**src/rtl/rcu_wdt_rstgen.sv**
```systemverilog
// Watchdog reset generator: APB4-programmed down-counter that drives a fixed-width active-low reset request.
// Defining RCU_WDT_IRQ_EN adds the WARN/ISTAT registers and the wdt_irq_o early-warning output.
module rcu_wdt_rstgen #(
    parameter int          CNT_WIDTH  = 32,
    parameter int          PSCR_WIDTH = 16,
    parameter int          RST_CYC    = 16,
    parameter logic [31:0] FEED_KEY   = 32'h5A5A_A5A5
) (
    input  logic        clk_i,
    input  logic        rst_n_i,
    input  logic [31:0] apb_paddr_i,
    input  logic        apb_psel_i,
    input  logic        apb_penable_i,
    input  logic        apb_pwrite_i,
    input  logic [31:0] apb_pwdata_i,
    output logic [31:0] apb_prdata_o,
    output logic        apb_pready_o,
    output logic        apb_pslverr_o,
`ifdef RCU_WDT_IRQ_EN
    output logic        wdt_rst_n_o,
    output logic        wdt_irq_o
`else
    output logic        wdt_rst_n_o
`endif
);

    // state | meaning
    // IDLE  | counter held, waiting for EN 0->1
    // RUN   | counting down on prescaler ticks, FEED reloads
    // RST   | wdt_rst_n_o low for RST_CYC cycles, then reload
    typedef enum logic [1:0] {
        ST_IDLE = 2'd0,
        ST_RUN  = 2'd1,
        ST_RST  = 2'd2
    } state_t;

    localparam int RCW = (RST_CYC > 1) ? $clog2(RST_CYC) : 1;
    localparam logic [RCW-1:0]        RST_LAST = RCW'(RST_CYC - 1);
    localparam logic [RCW-1:0]        RC_ONE   = 1;
    localparam logic [CNT_WIDTH-1:0]  CNT_ONE  = 1;
    localparam logic [PSCR_WIDTH-1:0] PS_ONE   = 1;

    state_t                state, state_nxt;
    logic                  ctrl_en, ctrl_lock;
    logic [PSCR_WIDTH-1:0] pscr, pscnt;
    logic [CNT_WIDTH-1:0]  load, cnt;
    logic [RCW-1:0]        rst_cnt;
    logic                  rst_n_nxt;

    logic       wr_en, rd_en, mapped, feed_key_ok;
    logic [3:0] idx;
    logic       ctrl_we, pscr_we, load_we;
    logic       en_rise, en_off, en_eff, feed_ok;
    logic       in_idle, in_run, in_rst;
    logic       tick, expire, pulse_done, reload, dec;
    logic [31:0] rdata;
    logic       err;
    logic       unused_addr;

    assign wr_en       = apb_psel_i & apb_penable_i & apb_pwrite_i;
    assign rd_en       = apb_psel_i & apb_penable_i & ~apb_pwrite_i;
    assign idx         = apb_paddr_i[5:2];
    assign unused_addr = ^{apb_paddr_i[31:6], apb_paddr_i[1:0]};
    assign feed_key_ok = (apb_pwdata_i == FEED_KEY);

`ifdef RCU_WDT_IRQ_EN
    assign mapped = (idx <= 4'd6);
`else
    assign mapped = (idx <= 4'd4);
`endif

    assign ctrl_we = wr_en & (idx == 4'd0) & ~ctrl_lock;
    assign pscr_we = wr_en & (idx == 4'd1) & ~ctrl_lock;
    assign load_we = wr_en & (idx == 4'd2) & ~ctrl_lock;
    assign feed_ok = wr_en & (idx == 4'd3) & feed_key_ok;

    assign en_rise = ctrl_we & apb_pwdata_i[0] & ~ctrl_en;
    assign en_off  = ctrl_we & ~apb_pwdata_i[0];
    // a CTRL write landing on the last pulse cycle decides where the pulse exits to
    assign en_eff  = ctrl_we ? apb_pwdata_i[0] : ctrl_en;

    assign in_idle    = (state == ST_IDLE);
    assign in_run     = (state == ST_RUN);
    assign in_rst     = (state == ST_RST);
    assign tick       = in_run & (pscnt == '0);
    assign expire     = tick & (cnt == '0);
    assign pulse_done = in_rst & (rst_cnt == '0);
    assign reload     = (in_idle & en_rise) | (in_run & ~en_off & feed_ok) | pulse_done;
    assign dec        = in_run & ~en_off & ~feed_ok & tick & (cnt != '0);

    always_ff @(posedge clk_i or negedge rst_n_i) begin
        if (!rst_n_i) begin
            ctrl_en   <= 1'b0;
            ctrl_lock <= 1'b0;
            pscr      <= '0;
            load      <= '0;
        end else begin
            if (ctrl_we) begin
                ctrl_en   <= apb_pwdata_i[0];
                ctrl_lock <= apb_pwdata_i[1];
            end
            if (pscr_we) pscr <= apb_pwdata_i[PSCR_WIDTH-1:0];
            if (load_we) load <= apb_pwdata_i[CNT_WIDTH-1:0];
        end
    end

    always_ff @(posedge clk_i or negedge rst_n_i) begin
        if (!rst_n_i) state <= ST_IDLE;
        else          state <= state_nxt;
    end

    always_comb begin
        state_nxt = state;
        case (state)
            ST_IDLE: if (en_rise) state_nxt = ST_RUN;
            ST_RUN: begin
                if (en_off)                   state_nxt = ST_IDLE;
                else if (expire && !feed_ok)  state_nxt = ST_RST;
            end
            ST_RST:  if (rst_cnt == '0) state_nxt = en_eff ? ST_RUN : ST_IDLE;
            default: state_nxt = ST_IDLE;
        endcase
    end

    // reset request is a flop fed from next state so the pin never glitches
    always_comb begin
        rst_n_nxt = (state_nxt != ST_RST);
    end

    always_ff @(posedge clk_i or negedge rst_n_i) begin
        if (!rst_n_i) begin
            cnt         <= '0;
            pscnt       <= '0;
            rst_cnt     <= '0;
            wdt_rst_n_o <= 1'b1;
        end else begin
            wdt_rst_n_o <= rst_n_nxt;
            if (reload)   cnt <= load;
            else if (dec) cnt <= cnt - CNT_ONE;
            if (reload || tick) pscnt <= pscr;
            else if (in_run)    pscnt <= pscnt - PS_ONE;
            if (in_run && state_nxt == ST_RST)  rst_cnt <= RST_LAST;
            else if (in_rst && rst_cnt != '0)   rst_cnt <= rst_cnt - RC_ONE;
        end
    end

`ifdef RCU_WDT_IRQ_EN
    logic [CNT_WIDTH-1:0] warn;
    logic                 wf, wf_set, wf_clr;

    assign wf_set = dec & ((cnt - CNT_ONE) == warn);
    assign wf_clr = wr_en & (idx == 4'd6) & apb_pwdata_i[0];

    always_ff @(posedge clk_i or negedge rst_n_i) begin
        if (!rst_n_i) begin
            warn <= '0;
            wf   <= 1'b0;
        end else begin
            if (wr_en && idx == 4'd5 && !ctrl_lock) warn <= apb_pwdata_i[CNT_WIDTH-1:0];
            wf <= wf_set | (wf & ~wf_clr);
        end
    end

    assign wdt_irq_o = wf & ctrl_en;
`endif

    always_comb begin
        rdata = '0;
        case (idx)
            4'd0:    rdata = {30'd0, ctrl_lock, ctrl_en};
            4'd1:    rdata = 32'(pscr);
            4'd2:    rdata = 32'(load);
            4'd4:    rdata = 32'(cnt);
`ifdef RCU_WDT_IRQ_EN
            4'd5:    rdata = 32'(warn);
            4'd6:    rdata = {31'd0, wf};
`endif
            default: rdata = '0;
        endcase
    end

    always_comb begin
        err = 1'b0;
        if (rd_en) begin
            err = ~mapped;
        end else if (wr_en) begin
            case (idx)
                4'd0, 4'd1, 4'd2: err = ctrl_lock;
                4'd3:             err = ~feed_key_ok & ~in_idle;
`ifdef RCU_WDT_IRQ_EN
                4'd5:             err = ctrl_lock;
                4'd6:             err = 1'b0;
`endif
                default:          err = 1'b1;
            endcase
        end
    end

    assign apb_prdata_o  = rd_en ? rdata : 32'd0;
    assign apb_pslverr_o = err;
    assign apb_pready_o  = 1'b1;

endmodule
```
**config.mk**
```make
export PLATFORM = sky130hd
export DESIGN_NAME = rcu_wdt_rstgen
export DESIGN_NICKNAME = d
export VERILOG_FILES = /design/src/rtl/rcu_wdt_rstgen.sv
export SDC_FILE = /design/constraint.sdc
export NUM_CORES = 1
export LEC_CHECK = 0
export BUFFER_PORTS_ARGS = -buffer_cell sky130_fd_sc_hd__buf_2
export CORE_ASPECT_RATIO = 2
export CORE_MARGIN = 2
export CORE_UTILIZATION = 61
export DETAILED_ROUTE_END_ITERATION = 8
export GPL_ROUTABILITY_DRIVEN = 0
export PLACE_DENSITY = 0.86
export SYNTH_ARGS = -nofsm -noshare
export SYNTH_HDL_FRONTEND = slang
export SYNTH_SLANG_ARGS = --single-unit
export TNS_END_PERCENT = 20
```
**constraint.sdc**
```tcl
create_clock -name clk_i -period 7 [get_ports clk_i]
set_clock_uncertainty 0.05 [all_clocks]
set_input_delay 0.7 -clock clk_i [delete_from_list [all_inputs] [get_ports clk_i]]
set_output_delay 0.7 -clock clk_i [all_outputs]
set_load 0.005 [all_outputs]
```
---- After elaboration in Yosys (flattened, before gate mapping) ----
Cells that the tools add are included.
word-level totals
  memories kept ........................... 0
  latch bits .............................. 0
  input bits .............................. 69
  logic and storage cells ................. 91
  output and inout bits ................... 35
  flip-flop bits (word level) ............. 105
  bits in read-only memories .............. 0
  bits in writable memories ............... 0
cells by class
  reductions and logical operators ........ 16
  div/mod/pow operators ................... 0
  equal/unequal tests ..................... 9
  bitwise gates (word level) .............. 35
  multiplexer cells ....................... 18
  multiply operators ...................... 0
  order comparisons ....................... 1
  add/sub/neg operators ................... 3
  shifts and indexed selects .............. 0
operators by type and width
  cell                                                                               count
  32-bit one-hot mux with 4 select lines                                             1
  32-bit two-way mux                                                                 3
  32-bit by 31-bit equality test with 1-bit output (second input constant)           1
  32-bit zero test                                                                   1
  16-bit two-way mux                                                                 2
  32-bit nonzero test                                                                1
  32-bit by 1-bit subtractor with 32-bit output (second input constant)              1
  1-bit bitwise AND                                                                  24
  16-bit zero test                                                                   1
  16-bit by 1-bit subtractor with 16-bit output (second input constant)              1
  1-bit NOT                                                                          9
  4-bit by 2-bit equality test with 1-bit output (second input constant)             2
  4-bit zero test                                                                    2
  2-bit two-way mux                                                                  4
  4-bit two-way mux                                                                  2
  2-bit one-hot mux with 3 select lines                                              1
  2-bit nonzero test                                                                 3
  2-bit equality test (second input constant)                                        2
  4-bit by 1-bit equality test with 1-bit output (second input constant)             1
  4-bit by 3-bit equality test with 1-bit output (second input constant)             1
  4-bit by 3-bit less-or-equal comparator with 1-bit output (second input constant)  1
  1-bit two-way mux                                                                  4
  4-bit nonzero test                                                                 1
  4-bit by 1-bit subtractor with 4-bit output (second input constant)                1
  other kinds (9)                                                                    12

---- Depth between registers and ports, before layout ----
  depth in word-level cells ............... 12
  depth in mapped cells ................... 9
  depth with buffers taken out ............ 8

---- Worst setup path before layout ----
Ideal clock, no wire load.
  path kind ............................... input -> register
  from .................................... input apb_paddr_i[2]
  to ...................................... register pscnt[10]
  arrival ................................. 2.840 ns
  buffers on the path ..................... 2
  library setup time ...................... 0.125 ns
  stages .................................. 8
  required time ........................... 6.825 ns
  path slack .............................. 3.986 ns
  path through ............................ clkbuf_1 > nor4_1 > a31o_2 > nor4_1 > or2_2 > nor2_2 > buf_2 > mux2_2
on the way
  cells in the longest elaborated chain, start to end .. 11
  elaborated cells between the ends (all ways) .. 18
  classes of those cells .................. eq/ne: 1; mux: 1; bitwise: 13; reduce/logical: 3
RTL lines
  item                                                             RTL line  RTL
  start: declaration                                               11        input logic [31:0] apb_paddr_i,
  4-bit zero test                                                  72        assign ctrl_we = wr_en & (idx == 4'd0) & ~ctrl_lock;
  1-bit bitwise AND (2 in a row)                                   72
  1-bit bitwise AND                                                78        assign en_off = ctrl_we & ~apb_pwdata_i[0];
  1-bit NOT                                                        88        assign reload = (in_idle & en_rise) | (in_run & ~en_off & feed_ok) | pulse_done;
  1-bit bitwise AND (2 in a row)                                   88
  1-bit bitwise OR * (2 in a row)                                  88
  1-bit logical OR *                                               140       if (reload || tick) pscnt <= pscr;
  16-bit two-way mux / 2-bit nonzero test (equally long branches)  --
  end signal: assignment                                           140
  end signal: assignment                                           141       else if (in_run) pscnt <= pscnt - PS_ONE;
  end: declaration                                                 45        logic [PSCR_WIDTH-1:0] pscr, pscnt;
Mark *: on every way between the ends. The rest lies on a longest branch, timed or not.
A chain may end at the register's enable or synchronous reset.

---- Worst setup path in the final report ----
  from .................................... register state[1]
  to ...................................... register cnt[13]
on the way
  cells in the longest elaborated chain, start to end .. 6
  elaborated cells between the ends (all ways) .. 15
  classes of those cells .................. eq/ne: 2; mux: 1; bitwise: 10; reduce/logical: 2
RTL lines
  item                                                                       RTL line  RTL
  start: declaration                                                         43        state_t state, state_nxt;
  start signal: assignment                                                   109       else state <= state_nxt;
  2-bit by 1-bit equality test with 1-bit output                             83        assign in_run = (state == ST_RUN);
  1-bit bitwise AND                                                          88, 89
  1-bit bitwise AND, on equally long branches                                88, 89
  1-bit bitwise OR / 1-bit bitwise AND (equally long branches) (2 in a row)  88, 89
  32-bit two-way mux / 2-bit nonzero test (equally long branches)            --
  end signal: assignment                                                     138       if (reload) cnt <= load;
  end signal: assignment                                                     139       else if (dec) cnt <= cnt - CNT_ONE;
  end: declaration                                                           46        logic [CNT_WIDTH-1:0] load, cnt;
Several ways; a longest one is shown, not always the timed one.

==> key figures <==
CTS
  • Total setup buffers inserted after CTS: 0
  • CTS sink cnt: approximately 110
  • CTS Hold Bufs: 0
  • Root Buffer: clkbuf_16
  • Clock Latency Late Sink: about 0.36 ns
  • Post-CTS sizing: 0
  • Clk buf depth: 2
  • CTS buffer count: 9
  • Clock edge transition at the registers on the reported setup and hold paths: 0.07 ns
  • CTS tree: built
  • CTS H-tree depth: 3

Global route
  • Initial antenna violation count: 0
  • Total GRT Usage: 0.317
  • Grt total ovfl: 0
  • First-pass GRT wire length: approximately 26,000 um
  • Number of global-route vias before repair: 5,198
  • Pin count of the biggest net entering global routing: 69

Worst setup path
  • Slowest cell on crit path: nand3_1
  • Worst setup EP type: flip-flop
  • CP Launch Type: flip-flop
  • CP arrival: 3.95 ns
  • CP max FO: 32
  • Worst path cell trace: nand2b_1 -> or3b_2 -> nor4_1 -> nand3_1 -> o311a_1 -> a221o_1
  • Critical setup path kind: flip-flop to flip-flop
  • CP Data Required Time: 7.18 ns
  • Crit-path max cell delay: 0.90 ns

Synthesis
  • Top post-synthesis cells by area: dfrtp_1 (45%), mux2_2 (13%), nor2_1 (3.6%), nand2_1 (2.9%), a222oi_1 (2.4%)
  • Ys async rst share: 1.00
  • YS warnings: 0
  • Largest area contributor in the netlist: dfrtp_1
  • Mapped Cells: 574
  • Post-Synthesis Cell Area: 5840 um^2
  • Flop and latch count out of synthesis: 105
  • EDFF count, synth: 0
  • Synth cell types: 56
  • Main synth FF type: dfrtp_1
  • Syn Nets: 648
  • Top-area cell type share of the netlist area: 0.445
  • Sequential-to-total area share from yosys stat: 0.450
  • Post-Syn Area per Cell: roughly 10 um^2

Routing
  • DRT Pass-1 Iters: 7
  • Top Metal Used: met4
  • Post-Route WL: 15,700 um
  • Routed len/inst: 21.4 um
  • Drt drc: 0
  • DR WL met3: 726 um
  • Via count: approximately 5,100
  • Vias/cell: 6.91
  • Antenna viol nets, final: 0
  • First DRT Iteration DRCs: 398
  • Met2 WL: around 8500 um
  • DRT met1 WL: approximately 5600 um

Layout
  • Fill count: around 700
  • Most frequent cells in the layout: dfrtp_1 (104), buf_2 (73), mux2_2 (66), nor2_1 (56), nand2_1 (45)
  • Syn-to-layout area delta: 12.1%
  • Final net count: roughly 700
  • Non-Filler Cell Area, Final: 6550 um^2
  • Ant diodes: 0
  • Fin cells: 737
  • Final core utilization: 0.702
  • Share of cells above drive strength 1: 0.278
  • Commonest non-fill, non-tap cell in the layout: dfrtp_1

STA
  • Worst Tran Pin Value: 1.16 ns
  • Total negative slack: 0 ns
  • Final setup viols: 0
  • Slew HR: 0.225
  • Unrepaired setup endpoints after global routing: no
  • Fmax achieved: 265 MHz
  • Slew Limit Fails: 0
  • Worst setup margin: 3.23 ns
  • Tcrit/Tclk final: 0.538
  • Minimum clock period after layout: 3.77 ns
  • Hold Vio Cnt, Final: 0

Placed design
  • DP Cell Count: 721
  • HPWL Detailed: around 11,000 um
  • Dpl cell area: 6240 um^2
  • IO buf count: 74
  • DP Worst Slack: 3.10 ns

Power
  • NetSw: 0.519 mW
  • Leakage: 2.96 nW
  • IR Drop Worst-Case VDD: 0.159 mV
  • Cell-internal power: 1.14 mW
  • Clock Power Share: 0.316
  • Pwr/cell area: 253 nW/um^2
  • Comb power frac: 0.204
  • Switching share of power: 0.313
  • Seq pwr share: 0.480

Run status
  • Outcome: finished, final reports clean

Die
  • Core area: around 9300 um^2
  • Die Wd: 73.2 um
  • Die H: 142 um
  • Initial core utilization: 0.627
  • Cell Rows: 50
  • Die Area: 10,400 um^2
  • # IOs: 104

Flow run
  • Max-cap violation count: 0

Worst hold path
  • HP Class: input port to asynchronous set/reset pin
## power by group through the flow
| stage | Clock [mW] | Combinational [mW] | Sequential (mW) |
|---|---|---|---|
| 3_5_place_dp | 0 | 0.330 | 0.807 |
| 4_1_cts | 0.527 | 0.336 | 0.795 |
| 6_report | 0.524 | 0.339 | 0.797 |
| 2_1_floorplan | 0 | 0.241 | 0.775 |
| 3_3_place_gp | 0 | 0.315 | 0.797 |
| 5_1_grt | 0.550 | 0.373 | 0.810 |
## layer usage
layer | track usage | up-vias
li1 | - | 2287
met1 | 0.368 | 2523
met2 | 0.540 | 217
met3 | 0.0496 | 63
met4 | 0.182 | 0
met5 | 0 | -
## sequential cells by signal, indices dropped and copies added (netlist names)
name and count:
ctrl_en 1, wdt_rst_n_o 1, state 2, pscnt 16
pscr 16, ctrl_lock 1, load 32, cnt 32
rst_cnt 4
## area by class of cell
cell class	instances	area, um^2	area share
inverter	11	41.3	0.00631
multi-input combinational	421	3030	0.462
sequential	105	2630	0.401
clock buffer	9	225	0.0344
clock inverter	7	78.8	0.0120
timing repair buffer	80	418	0.0638
tap	104	130	0.0199
## cell usage after synthesis, drive strengths merged, types with 2 or more instances
master / count
or4: 11
o21ai: 12
nor4: 22
inv: 11
and3: 3
o211ai: 11
buf: 14
xnor2: 6
a221o: 10
a222oi: 14
o311ai: 8
or3b: 2
or2: 3
nor3b: 2
nand2: 45
clkbuf: 23
a31oi: 9
a31o: 2
mux2i: 8
nand3: 10
mux2: 66
nor2: 57
a21oi: 8
nand2b: 8
a22oi: 18
and4b: 2
nor4bb: 8
nor4b: 3
dfrtp: 104
ha: 5
xor2: 11
and2: 5
nor3: 16
or3: 18
o31ai: 2
nand4: 4
## worst paths after layout
kind                                             from                endpoint  slack, ns  cells past startpoint
min in group clk_i              ctrl_lock$_DFFE_PN0N_   ctrl_lock$_DFFE_PN0N_       0.48                      1
worst min-delay path                          rst_n_i  rst_cnt[0]$_DFFE_PN0P_       0.27                      1
worst max-delay path               state[1]$_DFF_PN0_     cnt[13]$_DFFE_PN0P_       3.23                      6
max in group asynchronous                     rst_n_i     cnt[31]$_DFFE_PN0P_       5.36                      2
worst min register to register  ctrl_lock$_DFFE_PN0N_   ctrl_lock$_DFFE_PN0N_       0.48                      1
worst max register to register     state[1]$_DFF_PN0_     cnt[13]$_DFFE_PN0P_       3.23                      6
## metrics by stage
stage	power, mW	hold slack (ns)
finish	1.66	0.266
CTS	1.66	0.274
global placement	1.11	0.446
detailed placement	1.14	0.454
global route	1.73	0.301
floorplan	1.02	0.354
## critical path, delay by kind of cell, from the launching register on
family           cells  cell delay (ns)
AND/OR/NAND/NOR      4             2.24
AO/OA/AOI/OAI        2             0.91
flip-flops           1             0.43
## kinds of logic after synthesis
family | count (synthesis) | share of synthesized area
muxes | 74 | 0.141
adders and majority gates | 6 | 0.0124
buffers and inverters | 48 | 0.0343
DFF | 105 | 0.450
and+or+nand+nor | 221 | 0.202
xor gates and xnor gates | 17 | 0.0255
other | 1 | 0.000642
AOI/OAI and AO/OA | 102 | 0.135
Note: power is estimated with default switching activity, not from simulation.
